**config.mk**
```make
export PLATFORM = sky130hd
export DESIGN_NAME = serial_adder_flat
export DESIGN_NICKNAME = d
export VERILOG_FILES = /design/src/rtl/serial_adder_if.sv /design/src/rtl/serial_adder.sv /design/src/flat_wrapper.sv
export SDC_FILE = /design/constraint.sdc
export NUM_CORES = 1
export LEC_CHECK = 0
export CAP_MARGIN = 25
export CELL_PAD_IN_SITES_DETAIL_PLACEMENT = 1
export CELL_PAD_IN_SITES_GLOBAL_PLACEMENT = 1
export CORE_MARGIN = 2
export CORE_UTILIZATION = 34
export CTS_CLUSTER_SIZE = 12
export DETAILED_ROUTE_END_ITERATION = 7
export MAX_ROUTING_LAYER = met4
export PLACE_DENSITY = 0.81
export SYNTH_ARGS = -nofsm -noshare
export SYNTH_HDL_FRONTEND = slang
export SYNTH_SLANG_ARGS = --single-unit
```
**constraint.sdc**
```tcl
create_clock -name clk -period 1.4 [get_ports clk]
set_clock_uncertainty 0.2 [all_clocks]
set_input_delay 0.28 -clock clk [delete_from_list [all_inputs] [get_ports clk]]
set_output_delay 0.28 -clock clk [all_outputs]
set_load 0.02 [all_outputs]
```
**src/rtl/serial_adder_if.sv**
```systemverilog
// Operand/result bus of the bit-serial adder.
// Handshake: the master raises start with a, b and cin valid; the slave
// accepts it only while busy is low (start is ignored otherwise, never
// queued). busy stays high from the accepting edge until the done pulse
// ends; sum/cout are valid while done is high and hold until the next
// accepted start.
interface serial_adder_if #(
    parameter int WIDTH = 8
);
    logic             start;
    logic [WIDTH-1:0] a;
    logic [WIDTH-1:0] b;
    logic             cin;
    logic             busy;
    logic             done;
    logic [WIDTH-1:0] sum;
    logic             cout;

    modport master (
        output start, a, b, cin,
        input  busy, done, sum, cout
    );

    modport slave (
        input  start, a, b, cin,
        output busy, done, sum, cout
    );
endinterface

```
**src/rtl/serial_adder.sv**
```systemverilog
// Bit-serial adder: one full-adder cell processes one bit pair per cycle,
// LSB first, and the sum bits shift into the result register from the MSB.
// An operation takes WIDTH shift cycles plus one done cycle.
module serial_adder #(
    parameter int WIDTH = 8
) (
    input  logic                 clk,
    input  logic                 rst_n,
    serial_adder_if.slave        bus,
    output logic [1:0]           fsm_state
);

    localparam int CW = $clog2(WIDTH + 1);

    typedef enum logic [1:0] {
        IDLE  = 2'd0,
        SHIFT = 2'd1,
        DONE  = 2'd2
    } state_t;

    state_t           state;
    logic [WIDTH-1:0] a_sr;
    logic [WIDTH-1:0] b_sr;
    logic [WIDTH-1:0] sum_sr;
    logic             carry;
    logic [CW-1:0]    cnt;
    logic             busy_r;
    logic             done_r;
    logic             cout_r;
    logic             s_bit;
    logic             c_next;

    // Single full-adder cell working on the current LSBs of the operand registers.
    always_comb begin
        s_bit  = a_sr[0] ^ b_sr[0] ^ carry;
        c_next = (a_sr[0] & b_sr[0]) | (carry & (a_sr[0] ^ b_sr[0]));
    end

    // Control FSM and datapath registers; all outputs are registered.
    always_ff @(posedge clk or negedge rst_n) begin
        if (!rst_n) begin
            state  <= IDLE;
            a_sr   <= '0;
            b_sr   <= '0;
            sum_sr <= '0;
            carry  <= 1'b0;
            cnt    <= '0;
            busy_r <= 1'b0;
            done_r <= 1'b0;
            cout_r <= 1'b0;
        end else begin
            case (state)
                IDLE: begin
                    // Operands are captured here so later input changes cannot leak in.
                    if (bus.start) begin
                        a_sr   <= bus.a;
                        b_sr   <= bus.b;
                        carry  <= bus.cin;
                        cnt    <= '0;
                        busy_r <= 1'b1;
                        state  <= SHIFT;
                    end
                end
                SHIFT: begin
                    a_sr   <= a_sr >> 1;
                    b_sr   <= b_sr >> 1;
                    sum_sr <= {s_bit, sum_sr[WIDTH-1:1]};
                    carry  <= c_next;
                    cnt    <= cnt + CW'(1);
                    // Last bit pair: the carry leaving it is the final carry-out.
                    if (cnt == CW'(WIDTH - 1)) begin
                        cout_r <= c_next;
                        done_r <= 1'b1;
                        state  <= DONE;
                    end
                end
                DONE: begin
                    done_r <= 1'b0;
                    busy_r <= 1'b0;
                    state  <= IDLE;
                end
                default: begin
                    done_r <= 1'b0;
                    busy_r <= 1'b0;
                    state  <= IDLE;
                end
            endcase
        end
    end

    assign bus.busy  = busy_r;
    assign bus.done  = done_r;
    assign bus.sum   = sum_sr;
    assign bus.cout  = cout_r;
    assign fsm_state = state;

endmodule
```
**src/flat_wrapper.sv**
```systemverilog
// flat-port wrapper written by rule: the top's interface ports become plain ports
module serial_adder_flat 
#(
    parameter int WIDTH = 8
)
  (clk, rst_n, fsm_state, bus_start, bus_a, bus_b, bus_cin, bus_busy, bus_done, bus_sum, bus_cout);
  serial_adder_if #(.WIDTH(WIDTH)) bus_i ();
  input  logic clk;
  input  logic rst_n;
  output logic [1:0] fsm_state;
  input wire logic [$bits(bus_i.start)-1:0] bus_start;
  input wire logic [$bits(bus_i.a)-1:0] bus_a;
  input wire logic [$bits(bus_i.b)-1:0] bus_b;
  input wire logic [$bits(bus_i.cin)-1:0] bus_cin;
  output wire logic [$bits(bus_i.busy)-1:0] bus_busy;
  output wire logic [$bits(bus_i.done)-1:0] bus_done;
  output wire logic [$bits(bus_i.sum)-1:0] bus_sum;
  output wire logic [$bits(bus_i.cout)-1:0] bus_cout;
  assign bus_i.start = bus_start;
  assign bus_i.a = bus_a;
  assign bus_i.b = bus_b;
  assign bus_i.cin = bus_cin;
  assign bus_busy = bus_i.busy;
  assign bus_done = bus_i.done;
  assign bus_sum = bus_i.sum;
  assign bus_cout = bus_i.cout;
  serial_adder #(.WIDTH(WIDTH)) u_core (.clk(clk), .rst_n(rst_n), .bus(bus_i), .fsm_state(fsm_state));
endmodule
```
======== Yosys cells after proc, flatten, opt, wreduce, memory -nomap -nowiden ========
Cells that the tools add are included.
storage, ports and cells
  flip-flop bits (word level) ............. 34
  input port bits ......................... 20
operators by class
  add/subtract/negate cells ............... 1
  equality and inequality tests ........... 4
  mux-type cells .......................... 15
  bitwise gates (word level) .............. 7
  reductions and logical operators ........ 7
operators by type and width
  kind                 count
  $pmux 8 s2           2
  $mux 8               2
  $reduce_and 2->1     5
  $pmux 4 s2           1
  $pmux 1 s2           3
  $add 4x1->4 const B  1
  $eq 4x3->1 const B   1
  $mux 2               2
  $mux 4               1
  $pmux 2 s2           1
  $mux 1               3
  $and 1x1->1          2
  $eq 2x1->1 const B   1
  $logic_not 2->1      1
  $ne 2x1->1 const B   1
  $ne 2x2->1 const B   1
  $not 1->1            2
  $reduce_bool 2->1    1
  $xor 1x1->1          2
  $or 1x1->1           1

======== Depth between registers and ports, before layout ========
Gate-level depths: netlist of the first run.
  depth in word-level cells ............... 4
  mapped depth ............................ 4
  depth with buffers taken out ............ 4

======== Least setup slack after synthesis of the first run ========
OpenSTA, ideal clock, no wires.
  path kind ............................... flip-flop to flip-flop
  start ................................... register u_core.state[1] (netlist: u_core.fsm_state[1])
  end ..................................... register u_core.cnt[3]
  arrival time ............................ 1.246 ns
  required time ........................... 1.131 ns
  path slack .............................. -0.114 ns
  stages on the path, launching flop included .. 5
  path buffers ............................ 1
  clock period less this slack ............ 1.514 ns
  cells stage by stage .................... dfrtp_1 nand2b_1 buf_2 or3_1 nand3_1
on the way
  word-level cells in the longest chain between the ends .. 3
ends and longest elaborated chain
  item                                                       RTL line            source
  start: declaration                                         serial_adder.sv:21  state_t state;
  start signal: assignment                                   serial_adder.sv:42  state <= IDLE;
  start signal: assignment                                   serial_adder.sv:61  state <= SHIFT;
  start signal: assignment                                   serial_adder.sv:74  state <= DONE;
  $eq 2x1->1 or $logic_not 2->1 (tied branches)              serial_adder.sv:52  case (state)
  $reduce_bool 2->1 (no line) or $ne 2x2->1 (tied branches)  --
  $reduce_and 2->1 (no line)                                 --
  end signal: assignment                                     serial_adder.sv:69  cnt <= cnt + CW'(1);
  end: declaration                                           serial_adder.sv:26  logic [CW-1:0] cnt;
Several ways; a longest one is shown, not always the timed one.
A chain may end at the register's enable or synchronous reset.

======== Worst setup path after layout of the first run ========
  start ................................... register u_core.state[0] (netlist: u_core.fsm_state[0])
  end ..................................... register u_core.cout_r (netlist: u_core.bus.cout)
on the way
  word-level cells in the longest chain between the ends .. 2
ends and longest elaborated chain
  item                        RTL line            source
  $eq 2x1->1                  serial_adder.sv:52
  $reduce_and 2->1 (no line)  --
  end signal: assignment      serial_adder.sv:72  cout_r <= c_next;
  end: declaration            serial_adder.sv:29  logic cout_r;
Every way passes these cells.

==> reports/metrics.yaml, run 1 <==
hpwlAfterDp_mm: 2.82
dp_slack_ps: -664
drc: 0
status: "complete, but fails checks"
synth_edf_count: 0
cts_tree: "done"
area_delta_synth_final_pct: 56.0
syn_area_um2: 1460
power_per_cell_area_nw_per_um2: 2060
clock_path_buffers: 2
postPlaceCellArea_um2: 2030
htreeDepth: 2
clkPwrFrac_pct: 18.1
route.detailed.wl_per_inst_um: 16.0
dieWidth_um: 69.5
grt_max_degree: 35
setup_tns_ps: -79.3
post-route-cell-area_um2: 2270
worstSkewPairLatency_ps: 290
syn_inst: 146
grt_pass1_vias: 1464
seqPwrFrac_pct: 35.2
relSlewSlack_pct: 80.7
cp-start-kind: "register"
setup_viol_count_final: 4
vias_per_cell: 5.18
cts.sinks: 34
die_area_um2: 4820
synth-main-ff-cell: "dfrtp_1"
utilization_pct: 56.0
crit_family: "flip-flops"
postRouteAntennaNets: 0
intPower_mw: 2.99
start_util_pct: 35.9
p_comb_share_pct: 46.6
async_flop_share_pct: 100
violations: "negative setup slack"
ir_worst_vdd_uv: 788
detail_route.iter0.violations: 21
globalplace.congestion: 0.785
routed_wl_mm: 4.17
max_stage_delay_ps: 420
final_cell_mix: "nand2_1, dfrtp_1, buf_4, clkdlybuf4s50_1, o21ai_1"
criticalPathCategory: "reg2reg"
reg2reg_from: "u_core.fsm_state[0]"
synth_seq_cells: 34
core_region_area_um2: 4060
synth_cell_types: 26
boundaryPins: 33
insertedDiodeCount: 0
cp.arrival_ps: 1410
cap_viol_max_count: 0
track_usage_pct: 18.9
synth_seq_area_share_pct: 58.4
slowest_stage: "dfrtp_2"
avgSynthCellArea_um2: 9.98
switching_share_pct: 36.4
rows: 23
dr.pass1.iters: 4
final-hold-violation-count: 0
syn_nets: 168
setup_slack_ps: -37.5
power_switching_mw: 1.71
crit_fanout: 5
crit_chain: "buf_8 > nand2b_4 > nor3_4 > mux2_4"
rsz0062_at_grt: "true"
fmax_mhz: 696
die_h_um: 69.5
cts_inserted_buffers: 5
crit_buf_inv: 1
root_buffer: "clkbuf_8"
num_vias: 1353
crit_path_start: "u_core.fsm_state[0]"
grt.overflow.total: 0
endpoint_kind: "register"
worst_pin_slew_ps: 289
hold_buffers: 0
cp.required_ps: 1370
grt_pass1_wl_mm: 6.91
port-buffer-count: 32
ys_warn_count: 0
fin_nets: 232
min_period_ps: 1440
leakage_nw: 1.07
fin_hold_ws_ps: 160
antenna_found_initial: 0
final_common_cell: "nand2_1"
layout-drive-gt1-share_pct: 37.4
cts.clk_slew.worst_paths_ps: 70
final.fill_count: 455
finalMaxSlewViolations: 0
hp-class: "in2async"
final.period_utilization_pct: 103
-- repair_timing --
item | 4_1_cts | 5_1_grt
endpoints found under the setup margin | 43 | 29
cloned | 1 | 0
setup buffers | 6 | 2
gates resized for setup | 74 | 24
pin swaps | 3 | 14
-- flip-flops by register name, summed over array words and instances, names as in the netlist --
signal            cells
u_core.a_sr           8
u_core.b_sr           8
u_core.bus.busy       1
u_core.bus.cout       1
u_core.bus.done       1
u_core.bus.sum        8
u_core.carry          1
u_core.cnt            4
u_core.fsm_state      2
-- logic make-up after synthesis --
group | synth area share, %
flops | 58.4
buf+inv | 3.18
fa+ha+maj | 2.23
simple gates | 18.4
compound gates | 16.2
mux | 1.55
-- power by group through the flow --
stage	combinational (mW)	clock, mW	sequential (mW)
after floorplan	0.815	0	1.82
after global placement	1.88	0	1.61
after detailed placement	1.99	0	1.64
after CTS	2.05	0.873	1.64
after global routing	2.40	0.914	1.71
final	2.19	0.852	1.65
-- path summary, 6_finish.rpt --
path	to	slack, ps	depth (start not counted)
worst min-delay path	u_core.bus.sum[6]	160	2
max in group asynchronous	u_core.fsm_state[1]	640	2
worst max-delay path	u_core.bus.cout	-40	4
min in group clk	u_core.b_sr[7]	280	3
worst min register to register	u_core.bus.sum[0]	290	2
worst max register to register	u_core.bus.cout	-40	4
-- per-layer routing --
| metal | wire (µm) | share of wire [%] | track usage [%] | vias to the layer above |
|---|---|---|---|---|
| li1 | - | - | - | 631 |
| met1 | 1640 | 39 | 20.0 | 677 |
| met2 | 2240 | 54 | 33.2 | 38 |
| met3 | 222 | 5.3 | 5.52 | 7 |
| met4 | 67 | 1.6 | 6.97 | 0 |
| met5 | 0 | 0 | - | - |
-- cell usage after synthesis (2+ instances only) --
| cell | n | area [µm²] |
|---|---|---|
| a22oi_1 | 14 | 105 |
| dfrtp_1 | 34 | 851 |
| o21ai_0 | 16 | 80.1 |
| a22o_1 | 2 | 17.5 |
| nand2_1 | 43 | 161 |
| buf_2 | 4 | 20.0 |
| nor2_1 | 6 | 22.5 |
| nand3_1 | 3 | 15.0 |
| clkbuf_1 | 4 | 15.0 |
| mux2_2 | 2 | 22.5 |
| nor2b_1 | 3 | 18.8 |
-- area by class of cell --
cell class              instances  area [µm²]  share of cell area, %
repair buffers                 66         584                   25.7
inverters                       1        3.75                  0.165
flip-flops and latches         34         853                   37.6
well taps                      50        62.6                   2.75
multi-input cells             102         658                   29.0
clock buffers                   8         110                   4.85
-- through the flow --
step / power [mW] / cells
floorplan: 2.64 / 146
global placement: 3.49 / 244
detailed placement: 3.63 / 244
CTS: 4.56 / 259
global route: 5.02 / 261
finish: 4.69 / 261
Power figures use the tool's default switching activity.
==> inputs of run 2 (changes only) <==
CORE_UTILIZATION = 40   (was 34)
DONT_BUFFER_PORTS = 1   (was not set)
PLACE_DENSITY = 0.76   (was 0.81)
RECOVER_POWER = 25   (was not set)
==> run 2 against run 1 <==
Effect of this change:
- the run still ends with negative setup slack left
- die area down 14%
- count of clock-buffer cells in the layout down 1
- global-route usage up 3.3 points
- worst hold slack worse by 140 ps
- first-iteration DRC count up 110%
- clock power down 32%
- largest power group is now registers
- utilization up 6.3 points
- flip-flop and latch count unchanged
- maximum frequency down 4.1%
==> reports/metrics.yaml, run 2 (synthesis gave the netlist of run 1 again) <==
fin_nets: 209
num_vias: 1293
setup_slack_ps: -99.2
grt_pass1_vias: 1385
setup_viol_count_final: 11
rr_worst_depth: 4
rsz0062_at_grt: "true"
grt.overflow.total: 0
cap_viol_max_count: 0
vias_per_cell: 5.53
min_period_ps: 1500
hpwlAfterDp_mm: 2.49
worstSkewPairLatency_ps: 340
dieWidth_um: 64.3
cts_tree: "done"
start_util_pct: 42.6
grt_max_degree: 35
final_common_cell: "dfrtp_1"
routed_wl_mm: 4.35
die_h_um: 64.3
fin_hold_ws_ps: 23.3
antenna_found_initial: 0
criticalPathCategory: "reg2reg"
power_per_cell_area_nw_per_um2: 2020
finalMaxSlewViolations: 0
power.total_mw: 4.30
path_depth: 4
post-route-cell-area_um2: 2130
fmax_mhz: 667
hp-class: "in2reg"
final_cell_mix: "dfrtp_1, nand2_1, dlygate4sd3_1, buf_6"
core_region_area_um2: 3420
detail_route.iter0.violations: 45
whs_path_depth: 2
grt_pass1_wl_mm: 6.76
cp-start-kind: "register"
area_delta_synth_final_pct: 46.0
dr.pass1.iters: 2
dp_cells: 197
globalplace.congestion: 0.678
ir_worst_vdd_uv: 983
route.detailed.wl_per_inst_um: 18.6
worst_pin_slew_ps: 766
boundaryPins: 33
crit_chain: "buf_4 > nand2b_4 > nor3_4 > mux2_4"
leakage_nw: 0.994
crit_family: "flip-flops"
final.fill_count: 374
stdcell_count: 234
slowest_stage: "dfrtp_2"
status: "complete, but fails checks"
postRouteAntennaNets: 0
insertedDiodeCount: 0
cp.required_ps: 1430
die_area_um2: 4140
max_stage_delay_ps: 440
clock_path_buffers: 2
relSlewSlack_pct: 48.9
final-hold-violation-count: 0
violations: "negative setup slack"
htreeDepth: 2
crit_buf_inv: 1
drc: 0
port-buffer-count: 0
setup_tns_ps: -555
cts.sinks: 34
endpoint_kind: "register"
cts.clk_slew.worst_paths_ps: 110
postPlaceCellArea_um2: 1590
crit_fanout: 3
rows: 21
cts_inserted_buffers: 5
layout-drive-gt1-share_pct: 40.4
track_usage_pct: 22.2
root_buffer: "clkbuf_4"
cp.arrival_ps: 1530
final.period_utilization_pct: 107
==> run 2: cell count changes in the layout (fill, tap and decap cells not counted), sizes merged <==
cell / previous run / this run
clkdlybuf4s50: 18 / 0
dlygate4sd3: 0 / 16
clkbuf: 8 / 7
buf: 47 / 27
dlymetal6s2s: 1 / 0
clkinv: 0 / 1
==> run 2: final timing paths <==
check,start,to,slack (ps)
setup / recovery,u_core.fsm_state[1],u_core.bus.cout,-100
setup reg to reg,u_core.fsm_state[1],u_core.bus.cout,-100
hold / removal,bus_start,u_core.a_sr[7],20
min in group asynchronous,rst_n,u_core.bus.sum[4],360
max in group asynchronous,rst_n,u_core.fsm_state[0],110
hold reg to reg,u_core.b_sr[6],u_core.b_sr[6],320
==> run 2: what timing repair did <==
item / 4_1_cts / 5_1_grt
hold buffers: 17 / 0
pin swaps: 2 / 16
hold endpoints to repair: 49 / 0
buffers inserted: 7 / 4
endpoints found under the setup margin: 8 / 33
gates cloned: 1 / 1
gates resized for setup: 18 / 55
==> run 2: per-stage QoR <==
step | utilization [%] | worst slack (ps)
6_report | 62.3 | -99.2
5_1_grt | 62.3 | -163
4_1_cts | 57.1 | -101
3_5_place_dp | 46.6 | -110
3_3_place_gp | 46.6 | -26.0
2_1_floorplan | - | -26.0
==> run 2: per-layer routing <==
layer  vias to the layer above  wire length (µm)  part of all wire (%)  global-route usage [%]
met5                         -                 0                     0                       -
met4                         0                85                   2.0                    7.18
met3                        11               162                   3.7                    4.58
met2                        37              2400                    55                    39.6
met1                       658              1710                    39                    24.7
li1                        587                 -                     -                       -
==> run 2: layout make-up <==
cell class	count	area [µm²]	share of cell area (%)
flip-flops and latches	34	853	40.1
multi-input cells	102	731	34.4
repair buffers	43	422	19.8
well taps	46	57.6	2.71
clock buffers	7	55.1	2.59
clock inverters	1	5.00	0.235
inverters	1	3.75	0.176
==> run 2: worst register-to-register path, cell delays in order, from the launching register on <==
cell	delay [ps]
dfrtp_2	440
buf_4	160
nand2b_4	160
nor3_4	140
mux2_4	310
==> run 2: where the power goes <==
group          switching (mW)  internal [mW]  total, mW
Sequential              0.554           1.38       1.93
Combinational           0.877          0.918       1.80
Clock                   0.334          0.243      0.577
Total                    1.76           2.54       4.30
==> inputs of run 3 (changes only) <==
CTS_CLUSTER_DIAMETER = 200   (was not set)
==> results of run 3 <==
Same layout as run 2: the final DEF is identical, and so are final timing and power.
